--- config.mk ---
export PLATFORM = sky130hd
export DESIGN_NAME = rf_wb_arbiter
export DESIGN_NICKNAME = d
export VERILOG_FILES = /design/src/rtl/rf_pkg.sv /design/src/rtl/rr_arbiter.sv /design/src/rtl/rf_wb_arbiter.sv
export SDC_FILE = /design/constraint.sdc
export NUM_CORES = 1
export LEC_CHECK = 0
export CAP_MARGIN = 20
export CORE_AREA = 2 2 82 84
export DETAILED_ROUTE_END_ITERATION = 8
export DIE_AREA = 0 0 84 86
export GPL_ROUTABILITY_DRIVEN = 0
export PLACE_DENSITY = 0.83
export SYNTH_ARGS = -nofsm -noshare
export SYNTH_HDL_FRONTEND = slang
export SYNTH_HIERARCHICAL = 1
export SYNTH_SLANG_ARGS = --single-unit
--- constraint.sdc ---
create_clock -name clk -period 3.8 [get_ports clk]
set_clock_uncertainty 0.05 [all_clocks]
set_input_delay 0.76 -clock clk [delete_from_list [all_inputs] [get_ports clk]]
set_output_delay 0.76 -clock clk [all_outputs]
set_load 0.02 [all_outputs]
--- src/rtl/rf_pkg.sv ---
// Shared register-file geometry and write-back defaults.
package rf_pkg;

  localparam int unsigned REG_ADDR_W = 5;
  localparam int unsigned REG_DATA_W = 32;
  localparam logic [REG_ADDR_W-1:0] REG_ZERO = 5'd0;
  localparam int unsigned NUM_WB_REQ = 2;

endpackage

--- src/rtl/rr_arbiter.sv ---
// Combinational round-robin pick: first valid requester at or after ptr, wrapping.
module rr_arbiter #(
  parameter int unsigned NUM_REQ = 2,
  parameter int unsigned PTR_W   = $clog2(NUM_REQ)
) (
  input  logic [NUM_REQ-1:0] req,
  input  logic [PTR_W-1:0]   ptr,
  input  logic               hold,
  output logic [NUM_REQ-1:0] grant,
  output logic [PTR_W-1:0]   winner,
  output logic               found
);

  int unsigned idx;

  always_comb begin
    grant  = '0;
    winner = '0;
    found  = 1'b0;
    idx    = 0;
    for (int unsigned k = 0; k < NUM_REQ; k++) begin
      idx = (32'(ptr) + k) % NUM_REQ;
      if (!found && req[idx]) begin
        found  = 1'b1;
        winner = PTR_W'(idx);
      end
    end
    // hold only masks the grant; the winner is still computed
    if (found && !hold) begin
      grant[winner] = 1'b1;
    end
  end

endmodule

--- src/rtl/rf_wb_arbiter.sv ---
// Round-robin write-back arbiter driving the register file write port from a registered stage.
module rf_wb_arbiter
  import rf_pkg::*;
#(
  parameter int unsigned NUM_REQ = NUM_WB_REQ,
  parameter int unsigned ADDR_W  = REG_ADDR_W,
  parameter int unsigned DATA_W  = REG_DATA_W,
  parameter int unsigned CNT_W   = 16
) (
  input  logic                      clk,
  input  logic                      rst_n,
  input  logic [NUM_REQ-1:0]        req_valid,
  input  logic [NUM_REQ*ADDR_W-1:0] req_rd,
  input  logic [NUM_REQ*DATA_W-1:0] req_data,
  output logic [NUM_REQ-1:0]        req_ready,
  input  logic                      hold,
  output logic                      W_en,
  output logic [ADDR_W-1:0]         Rd,
  output logic [DATA_W-1:0]         Wr_data,
  output logic [NUM_REQ-1:0]        last_grant,
  output logic [CNT_W-1:0]          wr_count
);

  localparam int unsigned PTR_W = $clog2(NUM_REQ);

  logic [PTR_W-1:0]   rr_ptr;
  logic [PTR_W-1:0]   ptr_nxt;
  logic [NUM_REQ-1:0] grant;
  logic [PTR_W-1:0]   winner;
  logic               found;
  logic               xfer;
  logic [ADDR_W-1:0]  sel_rd;
  logic [DATA_W-1:0]  sel_data;

  rr_arbiter #(
    .NUM_REQ (NUM_REQ),
    .PTR_W   (PTR_W)
  ) u_rr_arbiter (
    .req    (req_valid),
    .ptr    (rr_ptr),
    .hold   (hold),
    .grant  (grant),
    .winner (winner),
    .found  (found)
  );

  always_comb begin
    req_ready = grant & {NUM_REQ{rst_n}};
    xfer      = |req_ready;
    sel_rd    = req_rd[32'(winner)*ADDR_W +: ADDR_W];
    sel_data  = req_data[32'(winner)*DATA_W +: DATA_W];
    ptr_nxt   = (32'(winner) == NUM_REQ - 1) ? '0 : winner + PTR_W'(1);
  end

  always_ff @(posedge clk or negedge rst_n) begin
    if (!rst_n) begin
      rr_ptr     <= '0;
      W_en       <= 1'b0;
      Rd         <= '0;
      Wr_data    <= '0;
      last_grant <= '0;
      wr_count   <= '0;
    end else begin
      W_en <= 1'b0;
      if (xfer) begin
        rr_ptr     <= ptr_nxt;
        last_grant <= grant;
        // x0 writes complete the handshake but never reach the register file
        if (sel_rd != REG_ZERO) begin
          W_en     <= 1'b1;
          Rd       <= sel_rd;
          Wr_data  <= sel_data;
          wr_count <= wr_count + CNT_W'(1);
        end
      end
    end
  end

  logic unused_found;
  assign unused_found = found;

endmodule

==> impl_metrics.json <==
{
  "status": "finished, final reports clean",
  "io_buffer_count": 136,
  "drive_gt1_frac": 0.0775,
  "crit_path_cell_trace": "clkdlybuf4s50_1 > inv_2 > a211oi_2 > and2_1 > clkdlybuf4s50_1",
  "postCtsHoldBufs": 0,
  "nNetsFinal": 464,
  "fin_util": 0.669,
  "max_cap_viol_count": 0,
  "fin_crit_ps": 3210,
  "slowest_stage": "clkdlybuf4s50_1",
  "startpoint_type": "primary input",
  "start_util": 0.413,
  "grt_setup_unrepaired": "no",
  "syn_to_final_growth_pct": 61.7,
  "worst_pin_slew_ps": 667,
  "crit_required_ps": 2990,
  "ios": 137,
  "core_area_sq_um": 6280,
  "worstPathMaxFanout": 3,
  "clock_path_buffers": 2,
  "drtPass1Iterations": 4,
  "die_area_sq_um": 7220,
  "avgViaCountPerCell": 4.86,
  "antenna_found_initial": 0,
  "p_leak_nw": 1.82,
  "grt_max_degree": 43,
  "num_rows": 29,
  "slew_headroom": 0.551,
  "reg2regPathDepth": 8,
  "path_class": "in2out",
  "path_common_cell": "clkdlybuf4s50_1",
  "reg2reg_to": "wr_count[12]",
  "cts_tree": "built",
  "detail_route.wl_per_cell_um": 14.1,
  "dp_hpwl_um": 5100,
  "rr_startpoint": "rr_ptr",
  "r2r_slack_ps": 1410,
  "die_w_um": 84,
  "insertion_delay_ps": 320,
  "root_buffer": "clkbuf_8",
  "min_period_over_period": 0.844,
  "hold_viol_final": 0,
  "avgSynthCellArea_sq_um": 10.6,
  "syn_area_sq_um": 2590,
  "arrival_ps": 2400,
  "vias": 2254,
  "maxSlewViolCount": 0,
  "final_antenna_net_count": 0,
  "post_cts_buffers": 0,
  "filler_cell_count": 515,
  "die_h_um": 86,
  "yosys_warnings": 6,
  "drt-total-wl_um": 6550,
  "power_density_nw_per_um2": 514,
  "cp_slowest_stage_delay_ps": 610,
  "drc": 0,
  "grt_pass1_wl_um": 10800,
  "numCtsBuffers": 9,
  "ir_worst_vdd_mv": 0.293,
  "setup_tns_ps": 0,
  "initialDrtViolationCount": 72,
  "clk_pin_slew_ps": 70,
  "cts-resized-gates": 0,
  "cts_max_level": 3,
  "syn-instance-count": 244,
  "overflow": 0,
  "synth_nets": 324,
  "grt_pass1_vias": 2347,
  "clock-sinks": 57,
  "cp-end-kind": "primary output",
  "gr-usage-all-layers": 0.191,
  "hold_class": "in2async",
  "setup_viol": 0,
  "fmax_ghz": 0.312,
  "diodes": 0
}
-- worst max-delay path, delay by kind of cell --
| kind | cells | cell delay [ps] |
|---|---|---|
| buffers and inverters | 3 | 1240 |
| AOI/OAI and AO/OA | 1 | 210 |
| and+or+nand+nor | 1 | 190 |
-- final cells by class --
type | instances | area (sq um) | share of cell area
clock inverter | 4 | 22.5 | 0.00537
clock buffer | 10 | 128 | 0.0304
inverter | 8 | 30.0 | 0.00716
multi-input combinational | 166 | 1090 | 0.260
sequential | 57 | 1430 | 0.340
timing repair buffer | 142 | 1400 | 0.334
tap | 77 | 96.3 | 0.0230
-- how the worst max path moves through the flow --
stage / start / endpoint / depth (start not counted)
after detailed placement: req_valid[0] / wr_count[14] / 9
after CTS: req_valid[0] / req_ready[0] / 5
after floorplan: req_valid[1] / Rd[2] / 10
final: req_valid[0] / req_ready[0] / 5
after global placement: req_valid[0] / wr_count[10] / 9
after global routing: req_valid[0] / req_ready[0] / 5
-- per-stage QoR --
stage                     setup WS, ps  hold WS (ps)  cell area, sq um  std cells  total power, W
final                              593           427              4200        464         0.00216
after global routing               516           448              4200        464         0.00228
after CTS                          590           423              4200        464         0.00218
after detailed placement           507           420              4050        450         0.00173
after global placement             597           413              4050        450         0.00170
after floorplan                   1300           414              2590        244         0.00126
-- report_power, final --
| group | internal (W) | total [W] | switching [W] |
|---|---|---|---|
| sequential | 0.000755 | 0.000857 | 0.000102 |
| clock | 0.000226 | 0.000453 | 0.000227 |
| combinational | 0.000429 | 0.000846 | 0.000417 |
| total | 0.00141 | 0.00216 | 0.000745 |
-- state kept, by name (all words and copies together) (netlist names) --
name	flops
Wr_data	32
Rd	5
last_grant	2
W_en	1
wr_count	16
rr_ptr	1
-- per-layer routing --
layer / global-route usage / up-vias / part of all wire
met5: 0 / - / 0
met4: 0.0733 / 0 / 0.018
met3: 0.0654 / 11 / 0.067
met2: 0.335 / 79 / 0.52
met1: 0.215 / 1051 / 0.39
li1: - / 1113 / -
-- cells in the final DEF, fill, tap and decap left out, types with 2 or more instances in the layout --
cell type and count:
a211oi_2 2, and4_1 2, buf_4 6, clkbuf_8 9, clkdlybuf4s50_1 135, clkinv_2 3
dfrtp_1 57, inv_1 5, inv_2 3, mux2i_1 37, nand2_1 47, nand3_1 4
nand4_1 4, nor3_1 2, nor3_2 2, o21ai_1 39, xnor2_1 13, xor2_1 2
(Power assumes the default switching activity.)
